===== src/rtl/leaf_out_packetizer.sv =====
// Leaf transmit packetizer: round-robin over user output streams, per-port
// destination/address/credit state, one registered BFT packet per cycle.

module leaf_out_port_state #(
  parameter int NUM_LEAF_BITS         = 5,
  parameter int NUM_PORT_BITS         = 4,
  parameter int NUM_ADDR_BITS         = 7,
  parameter int NUM_BRAM_ADDR_BITS    = 7,
  parameter int FREESPACE_UPDATE_SIZE = 64
) (
  input  logic                          clk,
  input  logic                          reset_n,
  input  logic                          grant,
  input  logic                          cfg_hit,
  input  logic [NUM_LEAF_BITS-1:0]      cfg_leaf,
  input  logic [NUM_PORT_BITS-1:0]      cfg_dport,
  input  logic                          credit_hit,
  output logic                          configured,
  output logic [NUM_LEAF_BITS-1:0]      dest_leaf,
  output logic [NUM_PORT_BITS-1:0]      dest_port,
  output logic [NUM_ADDR_BITS-1:0]      addr,
  output logic [NUM_BRAM_ADDR_BITS:0]   credit,
  output logic                          ovf
);
  localparam int CW = NUM_BRAM_ADDR_BITS + 1;
  localparam logic [CW:0] CMAX = (CW+1)'(1 << NUM_BRAM_ADDR_BITS);
  localparam logic [CW:0] FSU  = (CW+1)'(FREESPACE_UPDATE_SIZE);

  logic                     cfgd_q, cfgd_d;
  logic [NUM_LEAF_BITS-1:0] leaf_q, leaf_d;
  logic [NUM_PORT_BITS-1:0] dport_q, dport_d;
  logic [NUM_ADDR_BITS-1:0] addr_q, addr_d;
  logic [CW-1:0]            credit_q, credit_d;
  logic [CW:0]              sum;

  // One extra bit on the sum so a return on top of a nearly full counter is visible.
  always_comb begin
    cfgd_d   = cfgd_q;
    leaf_d   = leaf_q;
    dport_d  = dport_q;
    addr_d   = addr_q + {{(NUM_ADDR_BITS-1){1'b0}}, grant};
    ovf      = 1'b0;
    sum      = {1'b0, credit_q} - (CW+1)'(grant) + (credit_hit ? FSU : '0);
    credit_d = sum[CW-1:0];
    if (sum > CMAX) begin
      credit_d = CMAX[CW-1:0];
      ovf      = 1'b1;
    end
    if (cfg_hit) begin
      cfgd_d   = 1'b1;
      leaf_d   = cfg_leaf;
      dport_d  = cfg_dport;
      addr_d   = '0;
      credit_d = CMAX[CW-1:0];
      ovf      = 1'b0;
    end
  end

  always_ff @(posedge clk or negedge reset_n) begin
    if (!reset_n) begin
      cfgd_q   <= 1'b0;
      leaf_q   <= '0;
      dport_q  <= '0;
      addr_q   <= '0;
      credit_q <= CMAX[CW-1:0];
    end else begin
      cfgd_q   <= cfgd_d;
      leaf_q   <= leaf_d;
      dport_q  <= dport_d;
      addr_q   <= addr_d;
      credit_q <= credit_d;
    end
  end

  assign configured = cfgd_q;
  assign dest_leaf  = leaf_q;
  assign dest_port  = dport_q;
  assign addr       = addr_q;
  assign credit     = credit_q;
endmodule

module leaf_out_packetizer #(
  parameter int PACKET_BITS           = 49,
  parameter int PAYLOAD_BITS          = 32,
  parameter int NUM_LEAF_BITS         = 5,
  parameter int NUM_PORT_BITS         = 4,
  parameter int NUM_ADDR_BITS         = 7,
  parameter int NUM_OUT_PORTS         = 7,
  parameter int NUM_BRAM_ADDR_BITS    = 7,
  parameter int FREESPACE_UPDATE_SIZE = 64
) (
  input  logic                                  clk,
  input  logic                                  reset_n,
  input  logic [NUM_OUT_PORTS*PAYLOAD_BITS-1:0] din_leaf_user2interface,
  input  logic [NUM_OUT_PORTS-1:0]              vld_user2interface,
  output logic [NUM_OUT_PORTS-1:0]              ack_interface2user,
  input  logic                                  cfg_wr,
  input  logic [NUM_PORT_BITS-1:0]              cfg_port,
  input  logic [NUM_LEAF_BITS-1:0]              cfg_dest_leaf,
  input  logic [NUM_PORT_BITS-1:0]              cfg_dest_port,
  input  logic                                  credit_vld,
  input  logic [NUM_PORT_BITS-1:0]              credit_port,
  input  logic                                  resend,
  output logic [PACKET_BITS-1:0]                dout_leaf_interface2bft,
  output logic                                  credit_err
);
  localparam int NP = NUM_OUT_PORTS;
  localparam int IW = NUM_PORT_BITS;

  logic [NP-1:0]                         configured, elig, ack_vec, cfg_hit, credit_hit, ovf;
  logic [NP-1:0][NUM_LEAF_BITS-1:0]      dest_leaf;
  logic [NP-1:0][NUM_PORT_BITS-1:0]      dest_port;
  logic [NP-1:0][NUM_ADDR_BITS-1:0]      addr;
  logic [NP-1:0][NUM_BRAM_ADDR_BITS:0]   credit;

  logic [IW-1:0]          rr_ptr_q, rr_ptr_d, hi_idx, lo_idx, win_idx;
  logic                   hi_found, lo_found;
  logic [PACKET_BITS-1:0] dout_q, dout_d;
  logic                   err_q, err_d;

  // Out-of-range cfg/credit port indices simply match no lane.
  for (genvar i = 0; i < NP; i++) begin : g_port
    assign cfg_hit[i]    = cfg_wr && (cfg_port == IW'(i));
    assign credit_hit[i] = credit_vld && (credit_port == IW'(i));
    assign elig[i]       = vld_user2interface[i] && configured[i] && (credit[i] != '0) && !resend;

    leaf_out_port_state #(
      .NUM_LEAF_BITS        (NUM_LEAF_BITS),
      .NUM_PORT_BITS        (NUM_PORT_BITS),
      .NUM_ADDR_BITS        (NUM_ADDR_BITS),
      .NUM_BRAM_ADDR_BITS   (NUM_BRAM_ADDR_BITS),
      .FREESPACE_UPDATE_SIZE(FREESPACE_UPDATE_SIZE)
    ) u_port (
      .clk       (clk),
      .reset_n   (reset_n),
      .grant     (ack_vec[i]),
      .cfg_hit   (cfg_hit[i]),
      .cfg_leaf  (cfg_dest_leaf),
      .cfg_dport (cfg_dest_port),
      .credit_hit(credit_hit[i]),
      .configured(configured[i]),
      .dest_leaf (dest_leaf[i]),
      .dest_port (dest_port[i]),
      .addr      (addr[i]),
      .credit    (credit[i]),
      .ovf       (ovf[i])
    );
  end

  // Lowest eligible index at/after rr_ptr wins; otherwise wrap to lowest overall.
  always_comb begin
    hi_found = 1'b0;
    hi_idx   = '0;
    lo_found = 1'b0;
    lo_idx   = '0;
    for (int i = NP - 1; i >= 0; i--) begin
      if (elig[i]) begin
        lo_found = 1'b1;
        lo_idx   = IW'(i);
        if (IW'(i) >= rr_ptr_q) begin
          hi_found = 1'b1;
          hi_idx   = IW'(i);
        end
      end
    end
    win_idx = hi_found ? hi_idx : lo_idx;
    ack_vec = '0;
    for (int i = 0; i < NP; i++)
      if (lo_found && win_idx == IW'(i)) ack_vec[i] = 1'b1;
  end

  always_comb begin
    dout_d = '0;
    for (int i = 0; i < NP; i++)
      if (ack_vec[i])
        dout_d = PACKET_BITS'({1'b1, dest_leaf[i], dest_port[i], addr[i],
                               din_leaf_user2interface[i*PAYLOAD_BITS +: PAYLOAD_BITS]});
    rr_ptr_d = rr_ptr_q;
    if (lo_found) rr_ptr_d = (win_idx == IW'(NP - 1)) ? '0 : win_idx + 1'b1;
    err_d = err_q | (|ovf);
  end

  always_ff @(posedge clk or negedge reset_n) begin
    if (!reset_n) begin
      dout_q   <= '0;
      rr_ptr_q <= '0;
      err_q    <= 1'b0;
    end else begin
      dout_q   <= dout_d;
      rr_ptr_q <= rr_ptr_d;
      err_q    <= err_d;
    end
  end

  assign ack_interface2user      = ack_vec;
  assign dout_leaf_interface2bft = dout_q;
  assign credit_err              = err_q;
endmodule


===== config.mk =====
export PLATFORM = sky130hd
export DESIGN_NAME = leaf_out_packetizer
export DESIGN_NICKNAME = d
export VERILOG_FILES = /design/src/rtl/leaf_out_packetizer.sv
export SDC_FILE = /design/constraint.sdc
export NUM_CORES = 1
export LEC_CHECK = 0
export ABC_CLOCK_PERIOD_IN_PS = 7000
export CORE_ASPECT_RATIO = 1.5
export CORE_MARGIN = 5
export CORE_UTILIZATION = 40
export CTS_BUF_LIST = sky130_fd_sc_hd__clkbuf_8
export DETAILED_ROUTE_END_ITERATION = 8
export GPL_TIMING_DRIVEN = 0
export PLACE_DENSITY_LB_ADDON = 0.1
export RECOVER_POWER = 50
export SYNTH_ARGS = -nofsm -noshare
export SYNTH_HDL_FRONTEND = slang
export SYNTH_SLANG_ARGS = --single-unit

===== constraint.sdc =====
create_clock -name clk -period 7 [get_ports clk]
set_input_delay 0.7 -clock clk [delete_from_list [all_inputs] [get_ports clk]]
set_output_delay 0.7 -clock clk [all_outputs]
set_load 0.005 [all_outputs]

[Word level (Yosys, flattened, before mapping)]
Index checks and enable logic that the tools add are counted.
Storage, ports and cells
  word-level logic and storage cells: 247
  output and inout port bits: 57
  input bits: 253
  register bits: 229
Cells by class
  bitwise operators: 1
  muxes and demuxes: 100
  eq/ne operators: 18
  $add $sub $neg: 22
  $lt $le $gt $ge: 14
  reductions and logical operators: 54
Operator list (count)
  two-way mux 49 bit: 7
  two-way mux 8 bit: 14
  two-way mux 7 bit: 14
  two-way mux 4 bit: 21
  adder 9 bit: 7
  greater-than comparator 9 x 8 -> 1 bit (second input constant): 7
  subtractor 8 x 1 -> 9 bit: 7
  nonzero test 8 bit: 7
  adder 7 x 1 -> 7 bit: 7
  logical AND 1 bit: 42
  two-way mux 1 bit: 42
  == test 4 x 3 -> 1 bit (second input constant): 9
  == test 4 x 2 -> 1 bit (second input constant): 6
  == test 4 x 1 -> 1 bit (second input constant): 3
  >= comparator 3 x 4 -> 1 bit (first input constant): 3
  logical NOT 4 bit: 3
  >= comparator 1 x 4 -> 1 bit (first input constant): 2
  >= comparator 2 x 4 -> 1 bit (first input constant): 2
  OR reduction 7 bit: 1
  two-way mux 3 bit: 2
  adder 4 x 1 -> 4 bit (second input constant): 1
  logical NOT 1 bit: 1
  bitwise OR 1 bit: 1

[Depth between registers and ports, before layout]
Gate-level depths: netlist of run 1.
  depth after elaboration: 27
  gate-level depth with buffers: 28
  depth with buffers taken out: 25

[By module]
Synthesis of run 1 repeated with hierarchy kept, for this count alone.
Second synthesis, totals
  cell total of the unflattened synthesis: 1530
  area total of the unflattened synthesis: 15568.7 µm²
Modules (own cells, without submodules)
  leaf_out_port_state (g_port[3].u_port ...): sequential area each 626.9 µm², area an instance 1462.7 µm², times used 4, cells an instance 126
  leaf_out_packetizer: sequential area each 1351.3 µm², area an instance 5444.0 µm², times used 1, cells an instance 648
  leaf_out_port_state (g_port[0].u_port ...): sequential area each 626.9 µm², area an instance 1450.1 µm², times used 2, cells an instance 127
  leaf_out_port_state (g_port[2].u_port): sequential area each 626.9 µm², area an instance 1373.8 µm², times used 1, cells an instance 124

[Least setup slack after synthesis of run 1]
No wires, ideal clock.
  path kind: in2reg
  start point: in resend
  end point: reg err_q, in the netlist credit_err
  cell stages on the path: 25
  library setup time: 138 ps
  required time: 6862 ps
  arrival: 5685 ps
  path slack: 1177 ps
  cells stage by stage: nand3b_1 > a31o_2 > o311a_1 > o31a_1 > a21oi_1 > clkbuf_1 > nor2_1 > ha_1 > nand2_1 > inv_1 > clkbuf_1 > clkbuf_1 > ha_1 > inv_1 > ha_1 > inv_1 > fa_1 > o21bai_1 > a21oi_1 > xnor2_1 > nand3_1 > o21ai_0 > o221ai_1 > or4_1 > or4_1
Between the ends
  longest elaborated chain between the ends: 26
  elaborated cells between the ends (all ways): 107
  classes of those cells: add/sub: 14; order compare: 7; eq/ne: 6; mux: 62; bitwise: 1; reduce/logical: 17
Ends and longest elaborated chain
  from (decl): RTL line 103  | input logic resend,
  logical NOT 1 bit *: RTL line 125  | assign elig[i] = vld_user2interface[i] && configured[i] && (credit[i] != '0) && !resend;
  logical AND 1 bit: RTL line 125
  two-way mux 4 bit or two-way mux 1 bit (tied branches): RTL line 157  | if (elig[i]) begin
  two-way mux 4 bit or two-way mux 1 bit (tied branches): RTL line 160  | if (IW'(i) >= rr_ptr_q) begin
  two-way mux 4 bit or two-way mux 1 bit (tied branches): RTL line 157
  two-way mux 4 bit or two-way mux 1 bit (tied branches): RTL line 160
  two-way mux 4 bit or two-way mux 1 bit (tied branches): RTL line 157
  two-way mux 4 bit or two-way mux 1 bit (tied branches): RTL line 160
  (+11 left out)
  net g_port[3].u_port.grant: RTL line 13  | input logic grant,
  subtractor 8 x 1 -> 9 bit *: RTL line 43  | sum = {1'b0, credit_q} - (CW+1)'(grant) + (credit_hit ? FSU : '0);
  adder 9 bit *: RTL line 43
  greater-than comparator 9 x 8 -> 1 bit *: RTL line 45  | if (sum > CMAX) begin
  two-way mux 1 bit *: RTL line 45
  two-way mux 1 bit *: RTL line 49  | if (cfg_hit) begin
  OR reduction 7 bit *: RTL line 180  | err_d = err_q | (|ovf);
  bitwise OR 1 bit *: RTL line 180
  net err_d: RTL line 119  | logic err_q, err_d;
  to (signal assigned): RTL line 191  | err_q <= err_d;
  to (decl): RTL line 119
Mark *: on every way through the listed nets, which the timed path passes. The rest lies on a longest branch.
A chain may end at the register's enable or synchronous reset.

[Worst setup path after layout of run 1]
  start point: in resend
  end point: reg err_q, in the netlist credit_err
Between the ends
  longest elaborated chain between the ends: 26
  elaborated cells between the ends (all ways): 107
  classes of those cells: add/sub: 14; order compare: 7; eq/ne: 6; mux: 62; bitwise: 1; reduce/logical: 17
Ends and longest elaborated chain (RTL line)
  logical NOT 1 bit *: 125
  logical AND 1 bit: 125
  two-way mux 4 bit or two-way mux 1 bit (tied branches): 157
  two-way mux 4 bit or two-way mux 1 bit (tied branches): 160
  two-way mux 4 bit or two-way mux 1 bit (tied branches): 157
  two-way mux 4 bit or two-way mux 1 bit (tied branches): 160
  two-way mux 4 bit or two-way mux 1 bit (tied branches): 157
  two-way mux 4 bit or two-way mux 1 bit (tied branches): 160
  (+11 left out)
  net g_port[6].u_port.grant: 13
  subtractor 8 x 1 -> 9 bit *: 43
  adder 9 bit *: 43
  greater-than comparator 9 x 8 -> 1 bit *: 45
  two-way mux 1 bit *: 45
  two-way mux 1 bit *: 49
  OR reduction 7 bit *: 180
  bitwise OR 1 bit *: 180
  net err_d: 119
Marks and branches as above.

==> results of run 1 <==
cell type report:
cell class,instances,area (um^2)
fill,3211,15800
multi-input combinational,1111,7382
sequential,229,5739
timing repair buffer,314,3144
clock buffer,51,701.9
tap,425,531.8
inverter,100,379.1
buffer,82,371.6
clock inverter,24,106.4
antenna,6,15.01
metal layers:
metal  global-route usage [%]  vias to the layer above  routed length (um)
met5                        0                        -                   0
met1                    28.71                     6217               18650
met4                    11.90                        0                2484
met2                    44.21                      398               25100
li1                         -                     6070                   -
met3                    5.499                      112                3089
cell usage in the layout, fill, tap and decap left out, types with 5 or more instances in the layout:
cell type / n
a211oi_1: 17
a21o_1: 9
a21oi_1: 86
a22o_1: 31
a22oi_1: 17
a2bb2oi_1: 31
and2_1: 9
and3_1: 11
and4_1: 5
buf_2: 22
buf_4: 11
clkbuf_1: 47
clkbuf_8: 51
clkdlybuf4s50_1: 291
dfrtp_1: 222
dfstp_2: 7
diode_2: 6
dlygate4sd3_1: 18
fa_1: 7
ha_1: 92
inv_1: 117
mux2_2: 27
nand2_1: 159
nand2b_1: 8
nand3_1: 79
nand3b_1: 10
nor2_1: 139
nor2b_1: 14
nor3_1: 45
o211ai_1: 6
o21ai_0: 42
o21bai_1: 28
o22ai_1: 37
o31ai_1: 17
or2_2: 8
or3_1: 39
xnor2_1: 42
xor2_1: 34
cells by family (layout without fill, tap and decap cells):
| kind of cell | Yosys count | after routing | share of synthesized area (%) |
|---|---|---|---|
| multiplexers | 28 | 28 | 2.271 |
| flip-flops | 229 | 229 | 41.51 |
| buffers and inverters | 183 | 571 | 5.403 |
| AND/OR/NAND/NOR | 551 | 551 | 19.00 |
| adder cells (fa/ha/maj) | 99 | 99 | 9.339 |
| AO/OA/AOI/OAI | 357 | 357 | 17.66 |
| other | 0 | 6 | 0 |
| XOR/XNOR | 76 | 76 | 4.814 |
flip-flops by register name, summed over array words and instances, names as in the netlist:
signal and count:
g_port.u_port.credit 56, dout_leaf_interface2bft 49, g_port.u_port.addr 49, g_port.u_port.dest_leaf 35, g_port.u_port.dest_port 28, g_port.u_port.configured 7, rr_ptr_q 4, credit_err 1
worst max-delay path: stages:
cell and delay, ns:
clkdlybuf4s50_1 0.64, nand3b_1 0.30, a31o_2 0.26, o32ai_2 0.35, inv_1 0.15, a21o_1 0.18
buf_2 0.18, nor2_2 0.38, buf_2 0.35, buf_2 0.41, ha_1 0.22, inv_1 0.04
ha_1 0.20, fa_1 0.41, nor2b_1 0.15, o21ai_0 0.23, a21oi_1 0.12, o21a_1 0.18
or3_1 0.33, o211ai_1 0.20, o21bai_1 0.10, or4_1 0.46, or4_1 0.48
cells in the mapped netlist (9+ instances only):
| master | number | area, um^2 |
|---|---|---|
| nor3_1 | 45 | 225.2 |
| nand3b_1 | 10 | 75.07 |
| xnor2_1 | 42 | 367.9 |
| buf_2 | 21 | 105.1 |
| a21o_1 | 9 | 67.56 |
| dfrtp_1 | 222 | 5555 |
| and2_1 | 9 | 56.30 |
| a22o_1 | 31 | 271.5 |
| a21oi_1 | 87 | 435.4 |
| a211oi_1 | 18 | 135.1 |
| and3_1 | 11 | 68.82 |
| xor2_1 | 34 | 297.8 |
| inv_1 | 99 | 371.6 |
| clkbuf_1 | 50 | 187.7 |
| ha_1 | 92 | 1151 |
| mux2_2 | 27 | 304.0 |
| o31ai_1 | 17 | 127.6 |
| a22oi_1 | 17 | 127.6 |
| or3_1 | 39 | 244.0 |
| o21bai_1 | 28 | 210.2 |
| nand2_1 | 159 | 596.8 |
| o22ai_1 | 37 | 231.5 |
| o21ai_0 | 42 | 210.2 |
| buf_4 | 9 | 67.56 |
| nand3_1 | 79 | 395.4 |
| a2bb2oi_1 | 31 | 271.5 |
| nor2_1 | 140 | 525.5 |
| nor2b_1 | 14 | 87.58 |
power groups by stage:
stage / clock network, uW / registers, uW / logic (uW)
2_1_floorplan: 0 / 1950 / 2880
3_3_place_gp: 0 / 1980 / 4300
3_5_place_dp: 0 / 1980 / 4360
4_1_cts: 1280 / 1960 / 4390
5_1_grt: 1340 / 2010 / 4850
6_report: 1240 / 1960 / 4350
how the worst min path moves through the flow:
stage | start | endpoint | slack (ns)
after CTS | reset_n | dout_leaf_interface2bft[3] | 0.47
final | reset_n | dout_leaf_interface2bft[3] | 0.46
after global placement | g_port[0].u_port.configured | g_port[0].u_port.configured | 0.45
after floorplan | reset_n | credit_err | 0.40
after global routing | reset_n | dout_leaf_interface2bft[3] | 0.45
after detailed placement | g_port[1].u_port.configured | g_port[1].u_port.configured | 0.45
metrics by stage:
stage	util (%)	total power (uW)	hold slack, ns
after floorplan	-	4823	0.4044
after global placement	51.07	6277	0.4511
after detailed placement	51.25	6344	0.4525
after CTS	53.70	7636	0.4652
after global routing	53.76	8197	0.4550
final	53.77	7550	0.4624
what timing repair did:
| item | CTS | global route |
|---|---|---|
| resized for setup | 4 | 10 |
| setup endpoints to repair | 1 | 1 |
| endpoints found under the hold margin | 1 | 0 |
| hold buffers | 1 | 0 |
| setup buffers | 0 | 2 |
==> flow_summary.ini, run 1 <==
[power]
p_leak_uw = 0.008207
vdd_ir_drop_max_mv = 0.2355
p_clk_share_pct = 16.5
combinationalPowerShare_pct = 57.6
switchingPower_uw = 3284
swShare_pct = 43.50
pwr-share-seq_pct = 25.9
intPower_uw = 4265
p_per_area_nw_per_um2 = 410.9

[detailed_routing]
avgViaCountPerCell = 5.464
drt_iter0_drc = 756
drt-total-wl_um = 49330
drc_errors = 0
routedWlPerCell_um = 21.06
dr.pass1.iters = 5
ant_nets = 0
vias = 12800

[clocking]
h-tree-depth = 2
cts-root-buf = clkbuf_8
cts_sinks = 229
cts_tree = yes
clk_pin_slew_ns = 0.06
cts_buffer_depth = 3
cts_buffers = 41
clkLatencyLatePin_ns = 0.57

[timing]
setup_viol = 0
rsz0062_at_grt = no
fin_crit_ns = 6.622
fin_crit_sh_pct = 94.60
drv_slew = 112
skew_ns = 0.03210
worst_slack_ns = 0.3783
worst_pin_slew_ns = 3.091
max_freq_ghz = 0.1510
final-hold-violation-count = 0
slew_headroom_pct = -106.0
fin_tns_setup_ns = 0

[worst_setup_path]
worstPathArrival_ns = 7.05
r2r_slack_ns = 0.55
ff2ff_path_depth = 26
cp_max_fo = 12
cp.required_ns = 7.43
crit_end = credit_err
reg2reg_from = g_port[6].u_port.credit[5]
worstReg2RegEnd = credit_err
start_kind = input port
startpoint = resend
path_class = input port to flop
end_kind = flop

[logic_synthesis]
ys.flop_type = dfrtp_1
synthArstFlopShare_pct = 100.0
yosysWarnings = 0
synthesis.area_um2 = 13830
synth_edf_count = 0
seq_area_frac_synth_pct = 41.51
ys_types = 70
syn_nets = 1875
synthCells = 1523
ys_seq_elements = 229
avgSynthCellArea_um2 = 9.078

[global_route]
grt_first_pass_wirelength_um = 75780
grt_util_all_layers_pct = 25.05
first_global_vias = 13110
overflow = 0
grt_start_max_net_pins = 118
antenna_found_initial = 5

[layout]
layout-drive-gt1-share_pct = 8.268
area_delta_synth_final_pct = 32.88
fin_nets = 2231
fin_cells = 2342
fin_area_um2 = 18370

[placement]
place_area_um2 = 17510
gp_congestion = 0.9126
post-place-ws_ns = -1.102
io_buffers = 309
dp_hpwl_um = 37970
dp.cells = 2259

[floorplanning]
initial_core_util_pct = 40.47
die_w_um = 161.8
num_rows = 83
die_h_um = 237.7
dieArea_um2 = 38460
coreArea_um2 = 34170
ios = 310

[outcome]
status = finished with violations
violations = capacitance limit, slew limit

[hold_path]
hold_path_class = input port to asynchronous set/reset pin

[flow_run]
maxCapViolCount = 1
(Power assumes the default switching activity.)
==> run 2: changes to the inputs <==
Settings changed: ABC_CLOCK_PERIOD_IN_PS 7000 to 6650, SLEW_MARGIN set to 25.
Clock period 7 ns to 6.65 ns, I/O delays scaled along.
==> run 2 against run 1 <==
The flow still finishes with violations (capacitance limit, slew limit); count of clock-buffer cells in the layout rose by 1; clock skew shrank 0.0044 ns; critical path depth is 3 higher; global-route usage grew 0.13 points; sequential share of layout area shrank 0.11 points; hold slack better by 0.0024 ns; setup slack got worse by 0.054 ns; sequential cell count unchanged; critical path type unchanged; largest cell class unchanged; largest power group unchanged.
==> flow_summary.ini, run 2 (synthesis results as in run 1) <==
[worst_setup_path]
start_kind = input port
worstReg2RegEnd = credit_err
cp_common_cell = ha_1
cp_max_fo = 12
end_kind = flop
reg2reg_from = g_port[6].u_port.credit[5]
path_class = input port to flop
worstPathArrival_ns = 6.77
cp_slowest_stage_delay_ns = 0.64
cp.required_ns = 7.10
slowest_stage = clkdlybuf4s50_1
ff2ff_path_depth = 21
r2r_slack_ns = 0.50

[detailed_routing]
dr.pass1.iters = 4
drt-total-wl_um = 49240
drc_errors = 0
drt_iter0_drc = 621
ant_nets = 0
avgViaCountPerCell = 5.458
vias = 12770
routedWlPerCell_um = 21.05

[placement]
place_area_um2 = 17510
io_buffers = 309
gp_congestion = 0.9126
dp_hpwl_um = 38140

[clocking]
clk_pin_slew_ns = 0.06
cts_buffer_depth = 3
hold_buffers = 0
clkLatencyLatePin_ns = 0.58
cts-root-buf = clkbuf_8
cts_sinks = 229
h-tree-depth = 2
cts_buffers = 41
cts_tree = yes

[flow_run]
maxCapViolCount = 2

[timing]
fin_crit_sh_pct = 95.13
rsz0062_at_grt = no
fin_crit_ns = 6.326
setup_viol = 0
max_freq_ghz = 0.1581
skew_ns = 0.02774
hold_slack_ns = 0.4648
worst_pin_slew_ns = 4.516
drv_slew = 145
final-hold-violation-count = 0
slew_headroom_pct = -201.0

[floorplanning]
coreArea_um2 = 34170
num_rows = 83
initial_core_util_pct = 40.47
ios = 310
dieArea_um2 = 38460
die_w_um = 161.8
die_h_um = 237.7

[layout]
largest_reg_flops = 56
fillers = 3213
layout-drive-gt1-share_pct = 8.844
final_common_cell = clkdlybuf4s50_1
area_delta_synth_final_pct = 33.34
fin_nets = 2233
fin_area_um2 = 18440
layout_common_cells = clkdlybuf4s50_1, dfrtp_1, nand2_1

[power]
power_uw = 8033
p_leak_uw = 0.008216
vdd_ir_drop_max_mv = 0.2387
p_per_area_nw_per_um2 = 435.7

[hold_path]
min_path_cells = 1
min_to = g_port[4].u_port.configured
hp-start = g_port[4].u_port.configured
hold_path_class = flop to flop

[global_route]
grt_first_pass_wirelength_um = 76470
grt_util_all_layers_pct = 25.19
antenna_found_initial = 3
overflow = 0
first_global_vias = 13170
grt_start_max_net_pins = 88

[outcome]
status = finished with violations
violations = capacitance limit, slew limit
-- run 2: cell types whose count changed in the layout (fill, tap and decap cells not counted), sizes merged --
cell	previous run	this run
inv	120	110
clkinv	3	9
clkbuf	101	104
diode	6	3
buf	37	38
bufinv	0	1
dlygate4sd3	18	17
-- run 2: area by class of cell --
| type | count | area (um^2) | area share [%] |
|---|---|---|---|
| diodes | 3 | 7.507 | 0.04072 |
| plain buffers | 82 | 376.6 | 2.043 |
| clock buffers | 52 | 715.7 | 3.882 |
| clock inverters | 21 | 132.6 | 0.7194 |
| inverters | 100 | 379.1 | 2.056 |
| multi-input cells | 1111 | 7396 | 40.12 |
| flip-flops and latches | 229 | 5739 | 31.13 |
| well taps | 425 | 531.8 | 2.884 |
| repair buffers | 316 | 3157 | 17.12 |
-- run 2: per-layer routing --
metal | vias to the layer above | GRT usage (%) | part of all wire (%)
met3 | 87 | 5.377 | 5.8
met1 | 6246 | 28.67 | 38
li1 | 6082 | - | -
met4 | 0 | 9.720 | 3.6
met5 | - | 0 | 0
met2 | 351 | 45.87 | 53
-- run 2: worst max-delay path by stage --
| stage | startpoint | to | slack [ns] | cells after the start |
|---|---|---|---|---|
| 6_report | resend | credit_err | 0.32 | 26 |
| 4_1_cts | resend | credit_err | 0.06 | 25 |
| 5_1_grt | resend | credit_err | 0.04 | 25 |
| 3_5_place_dp | resend | credit_err | -1.40 | 26 |
| 2_1_floorplan | resend | credit_err | 0.86 | 25 |
| 3_3_place_gp | reset_n | g_port[2].u_port.credit[3] | -5.49 | 1 |
-- run 2: power by group --
group / switching [uW] / internal (uW)
Sequential: 224 / 1840
Combinational: 2620 / 1970
Clock: 631 / 749
Total: 3480 / 4560
-- run 2: worst max-delay path, delay by kind of cell --
kind,cells,cell delay [ns]
AND/OR/NAND/NOR,6,1.76
buffers and inverters,6,1.45
XOR/XNOR,1,0.14
adder cells (fa/ha/maj),4,0.99
AO/OA/AOI/OAI,9,1.76
-- run 2: timing repair --
item / 4_1_cts / 5_1_grt
resized for setup: 8 / 8
setup buffers: 0 / 5
pin swaps: 0 / 1
endpoints found under the setup margin: 8 / 1
-- run 2: per-stage QoR --
stage	setup WS (ns)	cells	utilization [%]	setup TNS (ns)
detailed placement	-1.402	2259	51.25	-10.33
global placement	-5.485	2257	51.07	-1235.64
floorplan	0.8617	1523	-	0
CTS	0.05641	2331	53.80	0
finish	0.3240	2339	53.96	0
global route	0.03854	2339	53.96	0
